$ cat src/rtl/bram_read_scheduler_pkg.sv
// Shared definitions for the parameter-BRAM read scheduler.
// Holds the scheduler state encoding, the BRAM geometry and read latency
// defaults, and the base addresses of the weight/bias regions inside the
// parameter BRAM.
package bram_read_scheduler_pkg;

    localparam int BRAM_ADDR_WIDTH = 15;
    localparam int BRAM_W          = 8;
    localparam int RD_LAT_DEF      = 2;

    // Region base addresses inside the parameter BRAM.
    localparam int L1_WEIGHT_BASE  = 0;
    localparam int L12_BIAS_BASE   = 16392;

    typedef enum logic [1:0] {
        S_IDLE  = 2'd0,
        S_ISSUE = 2'd1,
        S_DRAIN = 2'd2
    } sched_state_t;

endpackage

$ cat src/rtl/bram_read_scheduler_if.sv
// Bundle of all scheduler-facing signals: requester side, BRAM read port and
// tagged read-data return.
//
// Request protocol: a requester raises req[i] (level) together with its
// req_base/req_len slices and holds it until done[i] pulses. grant[i] is high
// for the entire burst, including the drain of the BRAM latency; done[i] is a
// single-cycle pulse in the cycle grant[i] falls. There is no backpressure on
// the return path: a beat is delivered in every cycle rd_valid is high and
// every loader captures only beats whose rd_id matches its own index.
//
// Modports: master = scheduler, slave = requesters + BRAM.
interface bram_read_scheduler_if
    import bram_read_scheduler_pkg::*;
#(
    parameter int N_REQ      = 4,
    parameter int ADDR_WIDTH = BRAM_ADDR_WIDTH,
    parameter int W          = BRAM_W,
    parameter int LEN_W      = 11,
    parameter int ID_W       = $clog2(N_REQ)
);
    logic [N_REQ-1:0]            req;
    logic [N_REQ*ADDR_WIDTH-1:0] req_base;
    logic [N_REQ*LEN_W-1:0]      req_len;
    logic [N_REQ-1:0]            grant;
    logic [N_REQ-1:0]            done;
    logic                        busy;
    logic                        bram_en;
    logic                        bram_ren;
    logic [ADDR_WIDTH-1:0]       bram_addr;
    logic [W-1:0]                bram_dout;
    logic                        rd_valid;
    logic [W-1:0]                rd_data;
    logic [ID_W-1:0]             rd_id;
    logic [LEN_W-1:0]            rd_idx;
    sched_state_t                dbg_state;

    modport master (
        input  req, req_base, req_len, bram_dout,
        output grant, done, busy, bram_en, bram_ren, bram_addr,
               rd_valid, rd_data, rd_id, rd_idx, dbg_state
    );

    modport slave (
        output req, req_base, req_len, bram_dout,
        input  grant, done, busy, bram_en, bram_ren, bram_addr,
               rd_valid, rd_data, rd_id, rd_idx, dbg_state
    );

endinterface

$ cat src/rtl/bram_read_scheduler_rr_arbiter.sv
// Combinational round-robin pick.
// Ports: req (request vector), ptr (highest-priority index) -> gnt (one-hot
// winner), gnt_id (winner index), any (at least one request present).
// The search starts at ptr and wraps modulo N_REQ.
module rr_arbiter #(
    parameter int N_REQ = 4,
    parameter int ID_W  = $clog2(N_REQ)
) (
    input  logic [N_REQ-1:0] req,
    input  logic [ID_W-1:0]  ptr,
    output logic [N_REQ-1:0] gnt,
    output logic [ID_W-1:0]  gnt_id,
    output logic             any
);
    logic [ID_W-1:0] j;

    always_comb begin
        gnt    = '0;
        gnt_id = '0;
        any    = 1'b0;
        j      = '0;
        for (int i = 0; i < N_REQ; i++) begin
            j = ID_W'((int'(ptr) + i) % N_REQ);
            if (!any && req[j]) begin
                any    = 1'b1;
                gnt[j] = 1'b1;
                gnt_id = j;
            end
        end
    end

endmodule

$ cat src/rtl/bram_read_scheduler.sv
// Shares the single parameter-BRAM read port between N_REQ burst loaders.
// Ports: clk, rst (sync, active high) and the scheduler bus (master modport):
// req/req_base/req_len in, grant/done/busy out, BRAM en/ren/addr out with
// bram_dout in, and the tagged return rd_valid/rd_data/rd_id/rd_idx plus the
// FSM state on dbg_state.
// A granted burst issues one address per cycle; each beat returns on rd_*
// RD_LAT+1 cycles after its address (RD_LAT BRAM cycles plus one output
// register). done pulses the cycle after the last beat is presented.
module bram_read_scheduler
    import bram_read_scheduler_pkg::*;
#(
    parameter int N_REQ      = 4,
    parameter int ADDR_WIDTH = BRAM_ADDR_WIDTH,
    parameter int W          = BRAM_W,
    parameter int LEN_W      = 11,
    parameter int RD_LAT     = RD_LAT_DEF,
    parameter int ID_W       = $clog2(N_REQ)
) (
    input logic                   clk,
    input logic                   rst,
    bram_read_scheduler_if.master bus
);
    sched_state_t          state, state_n;
    logic [ID_W-1:0]       ptr, ptr_n, win_id, win_n;
    logic [ADDR_WIDTH-1:0] base_r, base_n, addr_r, addr_n;
    logic [LEN_W-1:0]      len_r, len_n, k_r, k_n, iss_idx, iss_idx_n;
    logic [N_REQ-1:0]      grant_r, grant_n, done_r, done_n;
    logic                  busy_r, busy_n, en_r, en_n, ren_r, ren_n;

    logic [N_REQ-1:0]      arb_gnt;
    logic [ID_W-1:0]       arb_id;
    logic                  arb_any;

    // Delay line tracking issued addresses through the BRAM latency.
    logic [RD_LAT-1:0]     dl_v;
    logic [LEN_W-1:0]      dl_idx [RD_LAT];
    logic [ID_W-1:0]       dl_id  [RD_LAT];

    logic                  rd_valid_r;
    logic [W-1:0]          rd_data_r;
    logic [LEN_W-1:0]      rd_idx_r;
    logic [ID_W-1:0]       rd_id_r;

    rr_arbiter #(.N_REQ(N_REQ), .ID_W(ID_W)) u_arb (
        .req    (bus.req),
        .ptr    (ptr),
        .gnt    (arb_gnt),
        .gnt_id (arb_id),
        .any    (arb_any)
    );

    always_ff @(posedge clk) begin
        if (rst) begin
            state   <= S_IDLE;
            ptr     <= '0;
            win_id  <= '0;
            base_r  <= '0;
            len_r   <= '0;
            k_r     <= '0;
            iss_idx <= '0;
            addr_r  <= '0;
            grant_r <= '0;
            done_r  <= '0;
            busy_r  <= 1'b0;
            en_r    <= 1'b0;
            ren_r   <= 1'b0;
        end else begin
            state   <= state_n;
            ptr     <= ptr_n;
            win_id  <= win_n;
            base_r  <= base_n;
            len_r   <= len_n;
            k_r     <= k_n;
            iss_idx <= iss_idx_n;
            addr_r  <= addr_n;
            grant_r <= grant_n;
            done_r  <= done_n;
            busy_r  <= busy_n;
            en_r    <= en_n;
            ren_r   <= ren_n;
        end
    end

    always_comb begin
        state_n   = state;
        ptr_n     = ptr;
        win_n     = win_id;
        base_n    = base_r;
        len_n     = len_r;
        k_n       = k_r;
        iss_idx_n = iss_idx;
        addr_n    = addr_r;
        grant_n   = grant_r;
        done_n    = '0;
        busy_n    = busy_r;
        en_n      = en_r;
        ren_n     = 1'b0;
        case (state)
            S_IDLE: begin
                // Skip the done cycle: the finishing requester still shows req.
                if (arb_any && done_r == '0) begin
                    win_n   = arb_id;
                    base_n  = bus.req_base[arb_id*ADDR_WIDTH +: ADDR_WIDTH];
                    len_n   = bus.req_len[arb_id*LEN_W +: LEN_W];
                    grant_n = arb_gnt;
                    busy_n  = 1'b1;
                    k_n     = '0;
                    ptr_n   = ID_W'((int'(arb_id) + 1) % N_REQ);
                    state_n = (bus.req_len[arb_id*LEN_W +: LEN_W] == '0) ? S_DRAIN : S_ISSUE;
                end
            end
            S_ISSUE: begin
                en_n      = 1'b1;
                ren_n     = 1'b1;
                addr_n    = base_r + ADDR_WIDTH'(k_r);  // wraps modulo 2^ADDR_WIDTH
                iss_idx_n = k_r;
                k_n       = k_r + LEN_W'(1);
                if (k_r == len_r - LEN_W'(1)) state_n = S_DRAIN;
            end
            S_DRAIN: begin
                // Empty pipe: the last beat is on rd_* this cycle (or none existed).
                if (!ren_r && dl_v == '0) begin
                    done_n  = grant_r;
                    grant_n = '0;
                    busy_n  = 1'b0;
                    en_n    = 1'b0;
                    state_n = S_IDLE;
                end
            end
            default: state_n = S_IDLE;
        endcase
    end

    always_ff @(posedge clk) begin
        if (rst) begin
            dl_v       <= '0;
            for (int i = 0; i < RD_LAT; i++) begin
                dl_idx[i] <= '0;
                dl_id[i]  <= '0;
            end
            rd_valid_r <= 1'b0;
            rd_data_r  <= '0;
            rd_idx_r   <= '0;
            rd_id_r    <= '0;
        end else begin
            dl_v[0]   <= ren_r;
            dl_idx[0] <= iss_idx;
            dl_id[0]  <= win_id;
            for (int i = 1; i < RD_LAT; i++) begin
                dl_v[i]   <= dl_v[i-1];
                dl_idx[i] <= dl_idx[i-1];
                dl_id[i]  <= dl_id[i-1];
            end
            rd_valid_r <= dl_v[RD_LAT-1];
            if (dl_v[RD_LAT-1]) begin
                rd_data_r <= bus.bram_dout;
                rd_idx_r  <= dl_idx[RD_LAT-1];
                rd_id_r   <= dl_id[RD_LAT-1];
            end
        end
    end

    assign bus.grant     = grant_r;
    assign bus.done      = done_r;
    assign bus.busy      = busy_r;
    assign bus.bram_en   = en_r;
    assign bus.bram_ren  = ren_r;
    assign bus.bram_addr = addr_r;
    assign bus.rd_valid  = rd_valid_r;
    assign bus.rd_data   = rd_data_r;
    assign bus.rd_id     = rd_id_r;
    assign bus.rd_idx    = rd_idx_r;
    assign bus.dbg_state = state;

endmodule

$ cat src/flat_wrapper.sv
// flat-port wrapper written by rule: the top's interface ports become plain ports
module bram_read_scheduler_flat import bram_read_scheduler_pkg::*;
#(
    parameter int N_REQ      = 4,
    parameter int ADDR_WIDTH = BRAM_ADDR_WIDTH,
    parameter int W          = BRAM_W,
    parameter int LEN_W      = 11,
    parameter int RD_LAT     = RD_LAT_DEF,
    parameter int ID_W       = $clog2(N_REQ)
)
  (clk, rst, bus_req, bus_req_base, bus_req_len, bus_bram_dout, bus_grant, bus_done, bus_busy, bus_bram_en, bus_bram_ren, bus_bram_addr, bus_rd_valid, bus_rd_data, bus_rd_id, bus_rd_idx, bus_dbg_state);
  bram_read_scheduler_if #(.N_REQ(N_REQ), .ADDR_WIDTH(ADDR_WIDTH), .W(W), .LEN_W(LEN_W), .ID_W(ID_W)) bus_i ();
  input logic clk;
  input logic rst;
  input wire logic [$bits(bus_i.req)-1:0] bus_req;
  input wire logic [$bits(bus_i.req_base)-1:0] bus_req_base;
  input wire logic [$bits(bus_i.req_len)-1:0] bus_req_len;
  input wire logic [$bits(bus_i.bram_dout)-1:0] bus_bram_dout;
  output wire logic [$bits(bus_i.grant)-1:0] bus_grant;
  output wire logic [$bits(bus_i.done)-1:0] bus_done;
  output wire logic [$bits(bus_i.busy)-1:0] bus_busy;
  output wire logic [$bits(bus_i.bram_en)-1:0] bus_bram_en;
  output wire logic [$bits(bus_i.bram_ren)-1:0] bus_bram_ren;
  output wire logic [$bits(bus_i.bram_addr)-1:0] bus_bram_addr;
  output wire logic [$bits(bus_i.rd_valid)-1:0] bus_rd_valid;
  output wire logic [$bits(bus_i.rd_data)-1:0] bus_rd_data;
  output wire logic [$bits(bus_i.rd_id)-1:0] bus_rd_id;
  output wire logic [$bits(bus_i.rd_idx)-1:0] bus_rd_idx;
  output wire logic [$bits(bus_i.dbg_state)-1:0] bus_dbg_state;
  assign bus_i.req = bus_req;
  assign bus_i.req_base = bus_req_base;
  assign bus_i.req_len = bus_req_len;
  assign bus_i.bram_dout = bus_bram_dout;
  assign bus_grant = bus_i.grant;
  assign bus_done = bus_i.done;
  assign bus_busy = bus_i.busy;
  assign bus_bram_en = bus_i.bram_en;
  assign bus_bram_ren = bus_i.bram_ren;
  assign bus_bram_addr = bus_i.bram_addr;
  assign bus_rd_valid = bus_i.rd_valid;
  assign bus_rd_data = bus_i.rd_data;
  assign bus_rd_id = bus_i.rd_id;
  assign bus_rd_idx = bus_i.rd_idx;
  assign bus_dbg_state = bus_i.dbg_state;
  bram_read_scheduler #(.N_REQ(N_REQ), .ADDR_WIDTH(ADDR_WIDTH), .W(W), .LEN_W(LEN_W), .RD_LAT(RD_LAT), .ID_W(ID_W)) u_core (.clk(clk), .rst(rst), .bus(bus_i));
endmodule
$ cat config.mk
export PLATFORM = sky130hd
export DESIGN_NAME = bram_read_scheduler_flat
export DESIGN_NICKNAME = d
export VERILOG_FILES = /design/src/rtl/bram_read_scheduler_pkg.sv /design/src/rtl/bram_read_scheduler_if.sv /design/src/rtl/bram_read_scheduler_rr_arbiter.sv /design/src/rtl/bram_read_scheduler.sv /design/src/flat_wrapper.sv
export SDC_FILE = /design/constraint.sdc
export NUM_CORES = 1
export LEC_CHECK = 0
export ABC_AREA = 0
export BUFFER_PORTS_ARGS = -buffer_cell sky130_fd_sc_hd__buf_2
export CORE_MARGIN = 8
export CORE_UTILIZATION = 54
export DETAILED_ROUTE_END_ITERATION = 16
export GPL_ROUTABILITY_DRIVEN = 0
export PLACE_DENSITY = 0.81
export SYNTH_ARGS = -nofsm -noshare
export SYNTH_HDL_FRONTEND = slang
export SYNTH_SLANG_ARGS = --single-unit
$ cat constraint.sdc
create_clock -name clk -period 3.6 [get_ports clk]
set_input_delay 0.54 -clock clk [delete_from_list [all_inputs] [get_ports clk]]
set_output_delay 0.54 -clock clk [all_outputs]
set_load 0.1 [all_outputs]
Word-level counts from Yosys, hierarchy flattened
Memory sizes are Yosys's and may differ from the RTL's. A register that Yosys moved wholly into a read port is not among the register bits.
Index checks and enable logic that the tools add are counted.
{"block": "word_totals", "ramBits": 26, "n_memories": 2, "out_inout_bits": 50, "register_bits": 91, "inputBits": 118}
{"name": "u_core.dl_idx", "words": 2, "width": 11, "rd": 2, "rd_ports_with_merged_regs": 1, "wr": 2, "line": "bram_read_scheduler.sv:36", "text": "logic [LEN_W-1:0] dl_idx [RD_LAT];"}
{"name": "u_core.dl_id", "words": 2, "width": 2, "rd": 2, "rd_ports_with_merged_regs": 1, "wr": 2, "line": "bram_read_scheduler.sv:37", "text": "logic [ID_W-1:0] dl_id [RD_LAT];"}
{"block": "op_classes", "muxes": 50, "add_sub_neg": 7, "bitwise": 9, "n_eq_ne": 6, "magnitude_cmp": 8, "multipliers": 2, "reduce_logical": 26, "shift": 2}
{"operator": "$shiftx 60x7->15", "count": 1}
{"operator": "$shiftx 44x7->11", "count": 1}
{"operator": "$mux 11", "count": 3}
{"operator": "$mux 4", "count": 6}
{"operator": "$pmux 11 s2", "count": 1}
{"operator": "$mux 2", "count": 10}
{"operator": "$mux 1", "count": 18}
{"operator": "$add 15x11->15", "count": 1}
{"operator": "$lt 2x3->1 const B", "count": 4}
{"operator": "$mul 2x4->6 const B", "count": 2}
{"operator": "$or 4x4->4", "count": 3}
{"operator": "$add 11x1->11 const B", "count": 1}
{"operator": "$eq 11x11->1", "count": 1}
{"operator": "$logic_not 11->1", "count": 1}
{"operator": "$sub 11x1->11 const B", "count": 1}
{"operator": "$logic_and 1x1->1", "count": 9}
{"operator": "$bmux 1 s2", "count": 4}
{"operator": "$demux 1 s2", "count": 4}
{"operator": "$ge 2x1->1 const B", "count": 4}
{"operator": "$pmux 4 s2", "count": 1}
{"operator": "$ne 2x1->1 const B", "count": 3}
{"operator": "$pmux 2 s3", "count": 1}
{"operator": "$reduce_and 2->1", "count": 3}
{"operator": "$reduce_and 3->1", "count": 2}
{"operator": "other kinds (12)", "count": 25}

Longest topological paths before layout
Gate-level depths: netlist of the first run.
{"block": "logic_depth", "depth_word": 18, "depth_mapped": 14, "mapped_depth_nobuf": 11}

By module
From an unflattened synthesis of the first run, not the netlist that was laid out.
{"block": "unflattened", "cells_unflattened": 683, "area_unflattened_um2": 6419.9}
{"module": "bram_read_scheduler", "n_inst": 1, "cells_per_inst": 638, "area_each_um2": 6000.8}
{"module": "rr_arbiter", "n_inst": 1, "cells_per_inst": 45, "area_each_um2": 419.2}

Least setup slack after synthesis of the first run
No wires, ideal clock.
{"block": "synth_path", "kind": "reg2reg", "startpoint": "register u_core.ptr[1]", "endpoint": "register u_core.state[0], in the netlist u_core.bus.dbg_state[0]", "synth_period_minus_slack_ps": 2957, "setup_slack_ps": 643, "path_stages_with_launch": 12, "t_arrival_ps": 2841, "n_path_buf": 2, "cell_sequence": "dfxtp_1 -> inv_1 -> ha_1 -> buf_2 -> mux2_2 -> a211oi_4 -> buf_6 -> mux2i_1 -> mux2i_1 -> nor4_2 -> and3_1 -> nor2_1"}
{"block": "synth_via", "elab_chain_cells": 18, "word_cells_on_any_way": 34, "cone_classes": "add/sub: 3; mul: 1; eq/ne: 1; shift: 1; mux: 19; reduce/logical: 9"}
{"element": "start: declaration", "line": "bram_read_scheduler.sv:24", "text": "logic [ID_W-1:0] ptr, ptr_n, win_id, win_n;"}
{"element": "start signal: assignment", "line": "bram_read_scheduler.sv:69", "text": "ptr <= ptr_n;"}
{"element": "parallel branches: the longest is 18 deep, another holds $mul 2x4->6"}
{"element": "end signal: assignment", "line": "bram_read_scheduler.sv:68", "text": "state <= state_n;"}
{"element": "end: declaration", "line": "bram_read_scheduler.sv:23", "text": "sched_state_t state, state_n;"}
Parallel ways; which one is timed is not known. The select of a mux whose other input is x is not followed.
A chain may end at the register's enable or synchronous reset.

Worst setup path in the final report of the first run
{"block": "layout_path", "startpoint": "register u_core.ptr[0]", "endpoint": "register u_core.state[0], in the netlist u_core.bus.dbg_state[0]"}
Same word-level chain as after synthesis.

==> results.cfg, run 1 <==
[status]
outcome = completed

[timing]
maxClockFrequency_mhz = 319
worst_rel_slew_slack = 0.395
period_minus_slack_ns = 3.14
final-max-slew-violation-count = 0
grt_setup_unrepaired = false
hold_slack_ns = 0.370
worst-slew-pin-transition_ns = 0.904
setup_total_negative_slack_ns = 0
hold_viol = 0
period_share = 0.871
report.final.setup_viol = 0
finClkSkew_ns = 0.00803

[detailed_routing]
total_wirelength_mm = 17.0
via_count = 6106
ant_nets = 0
drt_first_pass_iters = 5
detail_route.wl_per_cell_um = 15.8
post_drt_via_cell_ratio = 5.70
detail_route.iter0.violations = 486
drt_drc_violations_left = 0

[critical_path]
critPathKind = reg2reg
worst_ep_arrival_time_ns = 3.44
critical_path.endpoint_type = flip-flop
critical_path.top_delay_family = multiplexers
critical_path_required_ns = 3.90
timing.critical_path.slowest_stage_cell = sky130_fd_sc_hd__ha_1
maximum_single_stage_delay_on_the_critical_path_ns = 0.55
critical_path_peak_fanout = 69
critical_path.startpoint_type = flip-flop
r2r_setup_slack_ns = 0.46
cp_common_cell = sky130_fd_sc_hd__mux2i_1
crit_buf_inv = 2
cell_breakdown_of_the_critical_path = inv_1 > ha_1 > mux2_2 > a211oi_4 > buf_12 > mux2i_1 > mux2i_1 > nor4_2 > and3_1 > nor2_1

[synthesis]
yosys_warnings = 0
synth_enable_flop_cells = 0
synth_nets = 904
synth-main-ff-cell = sky130_fd_sc_hd__dfxtp_1
postSynthRegisterBits = 130
mappedNetlistArea_um2 = 6650
synth.yosys.seq_area_share = 0.391
syn_inst = 764
synthesis.area_per_instance_um2 = 8.70
asyncSetResetFlopFracSynth = 0
synth.lib_cells_used.distinct = 58

[final_layout]
mostFrequentLayoutCell = sky130_fd_sc_hd__buf_2
drive_gt1_frac = 0.245
insertedDiodeCount = 0
post-route-util = 0.677
commonest_non_fill_non_tap_cells_in_the_layout = 166 x sky130_fd_sc_hd__buf_2, 130 x sky130_fd_sc_hd__dfxtp_1, 85 x sky130_fd_sc_hd__a21oi_1
fillCellCount = 991
syn2layout_area_growth_pct = 22.3
fin_nets = 1051

[floorplan]
core_region_area_um2 = 12000
io_pins = 168
start_util = 0.553
dieArea_um2 = 16100
die-height_um = 127
horiz_die_dim_um = 127
rows = 40

[power]
cellPowerDensity_nw_per_um2 = 716
p_leak_nw = 3.67
portion_of_total_power_attributed_to_combinational_logic = 0.396
power_switching_w = 0.00233
switching_share = 0.399
p_int_w = 0.00350
pwr-share-clk = 0.292
irDropWorstVdd_uv = 363
power_frac_seq = 0.312

[clocking]
tritoncts_clock_tree = built
max_buffers_root_to_sink = 2
cts-root-buf = sky130_fd_sc_hd__clkbuf_16
cts_post_setup_buffers_inserted = 0
tritoncts_num_sinks = 130
cts_inserted_buffers = 17
path_clk_slew_ns = 0.06
worst_skew_pair.late_latency_ns = 0.41
h-tree-depth = 4
post_cts_resized = 0
post_cts_hold_buffer_count = 0

[grt]
number_of_antenna_violations_at_the_first_check_in_global_routing = 0
wire_length_of_the_first_global_routing_pass_mm = 28.4
first_global_vias = 6046
track_usage = 0.210
globalRouteOverflowTotal = 0
grt_start_max_net_pins = 70

[run]
cap_violations = 0

[hold_path]
worstHoldPathType = in2reg

[placed_design]
portBuffers = 167
dp.final_hpwl_mm = 12.1
==> metrics by stage <==
stage / setup slack [ns] / std cells / area [um^2] / total power [W]
detailed placement: 0.486 / 1039 / 7540 / 0.00414
CTS: 0.465 / 1071 / 8130 / 0.00584
global placement: 0.594 / 1039 / 7540 / 0.00410
global route: 0.207 / 1071 / 8130 / 0.00617
floorplan: 0.643 / 764 / 6650 / 0.00373
finish: 0.464 / 1071 / 8130 / 0.00583
==> path summary, 6_finish.rpt <==
path / startpoint / endpoint / cells past startpoint
setup / recovery: u_core.ptr[0]$_SDFFE_PP0P_ / u_core.bus.dbg_state[0]$_SDFFE_PP0P_ / 10
hold / removal: bus_bram_dout[1] / u_core.bus.rd_data[1]$_SDFFE_PP0P_ / 3
setup reg to reg: u_core.ptr[0]$_SDFFE_PP0P_ / u_core.bus.dbg_state[0]$_SDFFE_PP0P_ / 10
hold reg to reg: u_core.dl_idx[0][0]$_SDFF_PP0_ / u_core.dl_idx[1][0]$_SDFF_PP0_ / 1
==> tightest hold or removal path: cells and delay by family <==
| kind | cells | cell delay [ns] |
|---|---|---|
| buffers and inverters | 1 | 0.08 |
| multiplexers | 1 | 0.05 |
| AND/OR/NAND/NOR | 1 | 0.08 |
==> cell type report <==
cell class | instances | area, um^2 | share of cell area
multi-input combinational | 573 | 3780 | 0.464
clock buffer | 17 | 425 | 0.0523
clock inverter | 15 | 168 | 0.0206
sequential | 130 | 2600 | 0.320
inverter | 11 | 41.3 | 0.00508
tap | 147 | 184 | 0.0226
timing repair buffer | 178 | 933 | 0.115
==> cells in the mapped netlist (all sizes together) (8+ instances only) <==
| master | n | area share |
|---|---|---|
| inv | 11 | 0.0062 |
| xnor2 | 8 | 0.011 |
| clkbuf | 31 | 0.018 |
| nand3 | 9 | 0.0068 |
| nor4 | 8 | 0.010 |
| xor2 | 9 | 0.012 |
| dfxtp | 130 | 0.39 |
| a31oi | 9 | 0.0085 |
| buf | 19 | 0.018 |
| nor3 | 11 | 0.010 |
| and3 | 8 | 0.0075 |
| mux2i | 73 | 0.11 |
| nand2b | 9 | 0.0085 |
| a211oi | 35 | 0.041 |
| nand2 | 70 | 0.040 |
| nor2 | 78 | 0.044 |
| o22a | 10 | 0.013 |
| nor2b | 47 | 0.044 |
| o21ai | 21 | 0.016 |
| ha | 21 | 0.040 |
| a21oi | 85 | 0.064 |
==> power by group through the flow <==
stage	Clock (W)	Combinational [W]	Sequential [W]
6_report	0.00170	0.00231	0.00182
5_1_grt	0.00179	0.00254	0.00184
4_1_cts	0.00172	0.00231	0.00181
3_5_place_dp	0	0.00229	0.00184
3_3_place_gp	0	0.00226	0.00184
2_1_floorplan	0	0.00161	0.00212
==> state kept, by name (all words and copies together), names as in the netlist, 8 cells and up <==
name                  flops
u_core.dl_idx            22
u_core.bus.bram_addr     15
u_core.k_r               11
u_core.bus.rd_data        8
u_core.iss_idx           11
u_core.base_r            15
u_core.bus.rd_idx        11
u_core.len_r             11
==> cells by family (layout without fill, tap and decap cells) <==
kind of cell | Yosys count | after routing | synth area share
AO/OA/AOI/OAI | 190 | 190 | 0.182
multiplexers | 77 | 77 | 0.120
adder cells (fa/ha/maj) | 22 | 22 | 0.0425
XOR/XNOR | 17 | 17 | 0.0224
buffers and inverters | 61 | 221 | 0.0420
AND/OR/NAND/NOR | 267 | 267 | 0.199
flip-flops | 130 | 130 | 0.391
==> layer usage <==
layer  up-vias  global-route usage  share of wire
met5         -                   0              0
met4         0              0.0763          0.022
met3        31              0.0570          0.071
met2       218               0.361           0.49
met1      2839               0.245           0.42
li1       3018                   -              -
(Power assumes the default switching activity.)
==> run 2, diff against run 1 <==
--- a/config.mk
+++ b/config.mk
@@ -8,10 +8,11 @@
 export ABC_AREA = 0
 export BUFFER_PORTS_ARGS = -buffer_cell sky130_fd_sc_hd__buf_2
 export CORE_MARGIN = 8
-export CORE_UTILIZATION = 54
+export CORE_UTILIZATION = 53
 export DETAILED_ROUTE_END_ITERATION = 16
 export GPL_ROUTABILITY_DRIVEN = 0
-export PLACE_DENSITY = 0.81
+export PLACE_DENSITY = 0.8
 export SYNTH_ARGS = -nofsm -noshare
 export SYNTH_HDL_FRONTEND = slang
+export SYNTH_HIERARCHICAL = 1
 export SYNTH_SLANG_ARGS = --single-unit
==> results.cfg, run 2 <==
[status]
outcome = completed

[grt]
first_global_vias = 5957
grt_start_max_net_pins = 53
globalRouteOverflowTotal = 0
track_usage = 0.215
wire_length_of_the_first_global_routing_pass_mm = 28.4
number_of_antenna_violations_at_the_first_check_in_global_routing = 0

[power]
pwr-share-clk = 0.248
power_frac_seq = 0.287
irDropWorstVdd_uv = 573
power_switching_w = 0.00278
portion_of_total_power_attributed_to_combinational_logic = 0.465
cellPowerDensity_nw_per_um2 = 831
p_int_w = 0.00389
p_leak_nw = 3.44
switching_share = 0.417
power.total_w = 0.00667

[floorplan]
core_region_area_um2 = 11900
start_util = 0.539
horiz_die_dim_um = 126
die-height_um = 126
rows = 40
io_pins = 168
dieArea_um2 = 15900

[clocking]
cts-root-buf = sky130_fd_sc_hd__clkbuf_16
max_buffers_root_to_sink = 2
worst_skew_pair.late_latency_ns = 0.42
path_clk_slew_ns = 0.06
tritoncts_clock_tree = built
cts_inserted_buffers = 17
tritoncts_num_sinks = 130
h-tree-depth = 4

[critical_path]
startpoint = u_core/ptr[1]$_SDFFE_PP0P_
critical_path.startpoint_type = flip-flop
critical_path.top_delay_family = compound AO/OA/AOI/OAI gates
worstReg2RegStart = u_core/ptr[1]$_SDFFE_PP0P_
critical_path.endpoint_type = flip-flop
worst_ep_arrival_time_ns = 3.85
critical_path_peak_fanout = 9
maximum_single_stage_delay_on_the_critical_path_ns = 0.55
critPathKind = reg2reg
cp_common_cell = sky130_fd_sc_hd__mux4_2
timing.critical_path.slowest_stage_cell = sky130_fd_sc_hd__or4_4
cell_breakdown_of_the_critical_path = inv_1 > ha_1 > mux4_2 > buf_6 > a21oi_1 > o31ai_4 > buf_4 > mux4_2 > or4_4 > nor4_4 > a31oi_1 > o32ai_2
critical_path_required_ns = 3.93
crit_buf_inv = 3

[detailed_routing]
ant_nets = 0
detail_route.wl_per_cell_um = 17.1
drt_drc_violations_left = 0
post_drt_via_cell_ratio = 5.77
detail_route.iter0.violations = 571
via_count = 5792
total_wirelength_mm = 17.1
drt_first_pass_iters = 6

[synthesis]
synth.yosys.seq_area_share = 0.405
synth_nets = 820
synthesis.area_per_instance_um2 = 9.40
postSynthRegisterBits = 130
synth.lib_cells_used.distinct = 63
netlist.area_leader.share = 0.405
synth.most_common_cell = sky130_fd_sc_hd__dfxtp_1
netlist_top_cells_area = sky130_fd_sc_hd__dfxtp_1 41%, sky130_fd_sc_hd__mux4_2 7.4%, sky130_fd_sc_hd__nand2_1 5.2%
yosys_warnings = 6
synth_top_cells_by_count = 130 x sky130_fd_sc_hd__dfxtp_1, 89 x sky130_fd_sc_hd__nand2_1, 64 x sky130_fd_sc_hd__a21oi_1
syn_inst = 683
mappedNetlistArea_um2 = 6420
post-synth-top-area-cell = sky130_fd_sc_hd__dfxtp_1
synth_enable_flop_cells = 0
synth-main-ff-cell = sky130_fd_sc_hd__dfxtp_1
asyncSetResetFlopFracSynth = 0

[timing]
finClkSkew_ns = 0.0106
hold_viol = 0
worst_rel_slew_slack = 0.532
period_minus_slack_ns = 3.51
maxClockFrequency_mhz = 285
period_share = 0.976
final-max-slew-violation-count = 0
worst-slew-pin-transition_ns = 0.700
grt_setup_unrepaired = false
report.final.setup_viol = 0

[final_layout]
register_area_um2 = 2600
fillCellCount = 905
top_register = u_core/dl_idx
commonest_non_fill_non_tap_cells_in_the_layout = 166 x sky130_fd_sc_hd__buf_2, 129 x sky130_fd_sc_hd__dfxtp_1, 89 x sky130_fd_sc_hd__nand2_1
mostFrequentLayoutCell = sky130_fd_sc_hd__buf_2
post-route-util = 0.674
multiInputGateArea_um2 = 3590
drive_gt1_frac = 0.299
final_cell_area_um2 = 8030
fin_nets = 980
insertedDiodeCount = 0
syn2layout_area_growth_pct = 25.0
largest_reg_flops = 22

[hold_path]
worstHoldPathType = in2reg
min_from = bus_bram_dout[5]

[placed_design]
postPlaceCellArea_um2 = 7410
portBuffers = 167
dp.final_hpwl_mm = 12.9

[run]
cap_violations = 0
==> run 2: per-stage QoR <==
step                      hold WS [ns]  setup slack, ns  setup TNS, ns  cells
after CTS                        0.354           0.0208              0   1001
after floorplan                  0.414          0.00683              0    683
final                            0.366           0.0860              0   1003
after global routing             0.361          0.00508              0   1003
after detailed placement         0.422           -0.278         -0.519    969
after global placement           0.421          -0.0739         -0.111    969
==> run 2: layer usage <==
layer / vias up / wire length [um] / global-route usage
li1: 2781 / - / -
met1: 2676 / 7140 / 0.253
met2: 297 / 8070 / 0.353
met3: 38 / 1450 / 0.0595
met4: 0 / 484 / 0.106
met5: - / 0 / 0
==> run 2: tightest hold or removal path, cell delays in order <==
cell and delay [ns]:
sky130_fd_sc_hd__buf_2 0.08, sky130_fd_sc_hd__mux2i_1 0.06, sky130_fd_sc_hd__nor2_1 0.07
==> run 2: cells by family (layout without fill, tap and decap cells) <==
logic type                 after synthesis  count (layout)  share of synthesized area
and+or+nand+nor                        250             250                      0.194
AOI/OAI and AO/OA                      149             149                      0.148
DFF                                    130             130                      0.405
buffers and inverters                   62             235                     0.0403
muxes                                   54              54                      0.148
adders and majority gates               19              19                     0.0382
xor gates and xnor gates                19              19                     0.0259
==> run 2: worst paths after layout <==
check | to | slack [ns] | cells after the start
setup / recovery | u_core/bus.dbg_state[1]$_SDFFE_PP0P_ | 0.09 | 12
hold / removal | u_core/bus.rd_data[5]$_SDFFE_PP0P_ | 0.37 | 3
setup reg to reg | u_core/bus.dbg_state[1]$_SDFFE_PP0P_ | 0.09 | 12
hold reg to reg | u_core/dl_idx[1][3]$_SDFF_PP0_ | 0.43 | 1
==> run 2: final cells by class <==
cell class | instances | area share
multi-input cells | 491 | 0.447
flip-flops and latches | 130 | 0.324
repair buffers | 186 | 0.126
clock buffers | 18 | 0.0535
well taps | 147 | 0.0229
clock inverters | 14 | 0.0184
inverters | 17 | 0.00795
==> run 2: repair_timing <==
| action | in CTS | in global routing |
|---|---|---|
| setup endpoints to repair | 2 | 2 |
| hold buffers | 0 | 0 |
| resized for setup | 4 | 4 |
| gates cloned | 0 | 0 |
| pin swaps | 0 | 1 |
| buffers inserted | 0 | 2 |
==> run 2: power groups by stage <==
| stage | registers, W | clock network [W] | logic, W |
|---|---|---|---|
| final | 0.00191 | 0.00165 | 0.00310 |
| after global routing | 0.00195 | 0.00174 | 0.00334 |
| after CTS | 0.00191 | 0.00167 | 0.00305 |
| after detailed placement | 0.00194 | 0 | 0.00301 |
| after global placement | 0.00192 | 0 | 0.00291 |
| after floorplan | 0.00245 | 0 | 0.00185 |
==> run 3, diff against run 2 <==
--- a/config.mk
+++ b/config.mk
@@ -12,6 +12,7 @@
 export DETAILED_ROUTE_END_ITERATION = 16
 export GPL_ROUTABILITY_DRIVEN = 0
 export PLACE_DENSITY = 0.8
+export RECOVER_POWER = 100
 export SYNTH_ARGS = -nofsm -noshare
 export SYNTH_HDL_FRONTEND = slang
 export SYNTH_HIERARCHICAL = 1
==> results.cfg, run 3 (synthesis results as in run 2) <==
[floorplan]
io_pins = 168
horiz_die_dim_um = 126
core_region_area_um2 = 11900
start_util = 0.539
die-height_um = 126
dieArea_um2 = 15900
rows = 40

[critical_path]
worst_ep_arrival_time_ns = 3.86
worst-r2r-cell-count = 12
critical_path.endpoint_type = flip-flop
maximum_single_stage_delay_on_the_critical_path_ns = 0.55
critPathKind = reg2reg
startpoint = u_core/ptr[1]$_SDFFE_PP0P_
r2r_setup_slack_ns = 0.07
cell_breakdown_of_the_critical_path = inv_1 > ha_1 > mux4_2 > buf_6 > a21oi_1 > o31ai_4 > buf_4 > mux4_2 > or4_4 > nor4_4 > a31oi_1 > o32ai_2
timing.critical_path.slowest_stage_cell = sky130_fd_sc_hd__or4_4
cp_common_cell = sky130_fd_sc_hd__mux4_2
critical_path_peak_fanout = 9
critical_path.startpoint_type = flip-flop
critical_path_required_ns = 3.93
worstReg2RegStart = u_core/ptr[1]$_SDFFE_PP0P_
critical_path.reg2reg.endpoint = u_core/bus.dbg_state[1]$_SDFFE_PP0P_

[placed_design]
portBuffers = 167
dp.final_hpwl_mm = 12.9

[grt]
track_usage = 0.215
grt_start_max_net_pins = 53
globalRouteOverflowTotal = 0
first_global_vias = 5957
wire_length_of_the_first_global_routing_pass_mm = 28.4
number_of_antenna_violations_at_the_first_check_in_global_routing = 0

[final_layout]
drive_gt1_frac = 0.238
largest_reg_flops = 22
top_register = u_core/dl_idx
commonest_non_fill_non_tap_cells_in_the_layout = 129 x sky130_fd_sc_hd__dfxtp_1, 117 x sky130_fd_sc_hd__buf_2, 89 x sky130_fd_sc_hd__nand2_1
syn2layout_area_growth_pct = 23.6
insertedDiodeCount = 0
fin_nets = 980
mostFrequentLayoutCell = sky130_fd_sc_hd__dfxtp_1

[timing]
report.final.setup_viol = 0
period_minus_slack_ns = 3.53
hold_viol = 0
finClkSkew_ns = 0.00948
period_share = 0.980
setup_total_negative_slack_ns = 0
grt_setup_unrepaired = false
final-max-slew-violation-count = 53
worst_rel_slew_slack = -0.368
maxClockFrequency_mhz = 283
worst-slew-pin-transition_ns = 2.05
hold_slack_ns = 0.368

[power]
p_leak_nw = 3.21
portion_of_total_power_attributed_to_combinational_logic = 0.461
cellPowerDensity_nw_per_um2 = 834
p_int_w = 0.00385
switching_share = 0.419
irDropWorstVdd_uv = 557
power_frac_seq = 0.290
power_switching_w = 0.00277
pwr-share-clk = 0.249
power.total_w = 0.00662

[detailed_routing]
drt_first_pass_iters = 9
via_count = 5828
post_drt_via_cell_ratio = 5.81
detail_route.wl_per_cell_um = 17.1
total_wirelength_mm = 17.1
ant_nets = 0
drt_drc_violations_left = 0
detail_route.iter0.violations = 606

[clocking]
path_clk_slew_ns = 0.06
tritoncts_num_sinks = 130
h-tree-depth = 4
cts_inserted_buffers = 17
worst_skew_pair.late_latency_ns = 0.41
tritoncts_clock_tree = built
cts-root-buf = sky130_fd_sc_hd__clkbuf_16
post_cts_hold_buffer_count = 0
max_buffers_root_to_sink = 2

[run]
cap_violations = 1

[hold_path]
min_from = bus_bram_dout[5]
timing.hold.worst_endpoint = u_core/bus.rd_data[5]$_SDFFE_PP0P_
worstHoldPathType = in2reg
min_path_cells = 3

[status]
failed_checks = capacitance limit, slew limit
outcome = finished with violations
run 3: cell types whose count changed in the layout (fill, tap and decap cells not counted), sizes merged:
cell / previous run / this run
buf: 186 / 133
clkbuf: 18 / 71
run 3: worst max-delay path, delay by kind of cell (launching register included):
kind	cells	cell delay (ns)
flip-flops	1	0.36
multiplexers	2	0.78
adder cells (fa/ha/maj)	1	0.34
AO/OA/AOI/OAI	4	0.82
AND/OR/NAND/NOR	2	0.72
buffers and inverters	3	0.43
run 3: layer usage:
| layer | vias to the layer above | GRT usage | share of wire |
|---|---|---|---|
| met4 | 0 | 0.106 | 0.027 |
| met1 | 2686 | 0.253 | 0.41 |
| met2 | 318 | 0.353 | 0.47 |
| li1 | 2778 | - | - |
| met5 | - | 0 | 0 |
| met3 | 46 | 0.0595 | 0.090 |
run 3: worst max-delay path by stage:
| stage | endpoint | slack (ns) | depth (start not counted) |
|---|---|---|---|
| 6_report | u_core/bus.dbg_state[1]$_SDFFE_PP0P_ | 0.07 | 12 |
| 4_1_cts | u_core/bus.dbg_state[1]$_SDFFE_PP0P_ | 0.02 | 11 |
| 3_5_place_dp | u_core/bus.dbg_state[1]$_SDFFE_PP0P_ | -0.28 | 10 |
| 3_3_place_gp | u_core/bus.dbg_state[1]$_SDFFE_PP0P_ | -0.07 | 10 |
| 2_1_floorplan | u_core/bus.dbg_state[1]$_SDFFE_PP0P_ | 0.007 | 14 |
| 5_1_grt | u_core/bus.dbg_state[1]$_SDFFE_PP0P_ | 0.005 | 12 |
run 3: per-stage QoR:
step                      utilization  setup slack [ns]  std cells  area, um^2
after floorplan                     -           0.00683        683        6420
after global placement          0.622           -0.0739        969        7410
after detailed placement        0.622            -0.278        969        7410
after CTS                       0.672            0.0208       1001        8000
after global routing            0.666           0.00499       1003        7940
final                           0.666            0.0720       1003        7940
run 3: repair_timing:
| action | 4_1_cts | 5_1_grt |
|---|---|---|
| hold endpoints to repair | 0 | 0 |
| setup buffers | 0 | 2 |
| pin swaps | 0 | 1 |
| resized for setup | 4 | 4 |
| endpoints found under the setup margin | 2 | 2 |
run 3: final cells by class:
type	instances	area (um^2)
fill	929	3970
multi-input combinational	491	3590
sequential	130	2600
timing repair buffer	186	921
clock buffer	18	429
tap	147	184
clock inverter	14	148
inverter	17	63.8
run 3: power by group through the flow:
stage	Combinational [W]	Clock (W)	Sequential, W
6_report	0.00305	0.00165	0.00192
5_1_grt	0.00329	0.00174	0.00195
4_1_cts	0.00305	0.00167	0.00191
3_5_place_dp	0.00301	0	0.00194
3_3_place_gp	0.00291	0	0.00192
2_1_floorplan	0.00185	0	0.00245
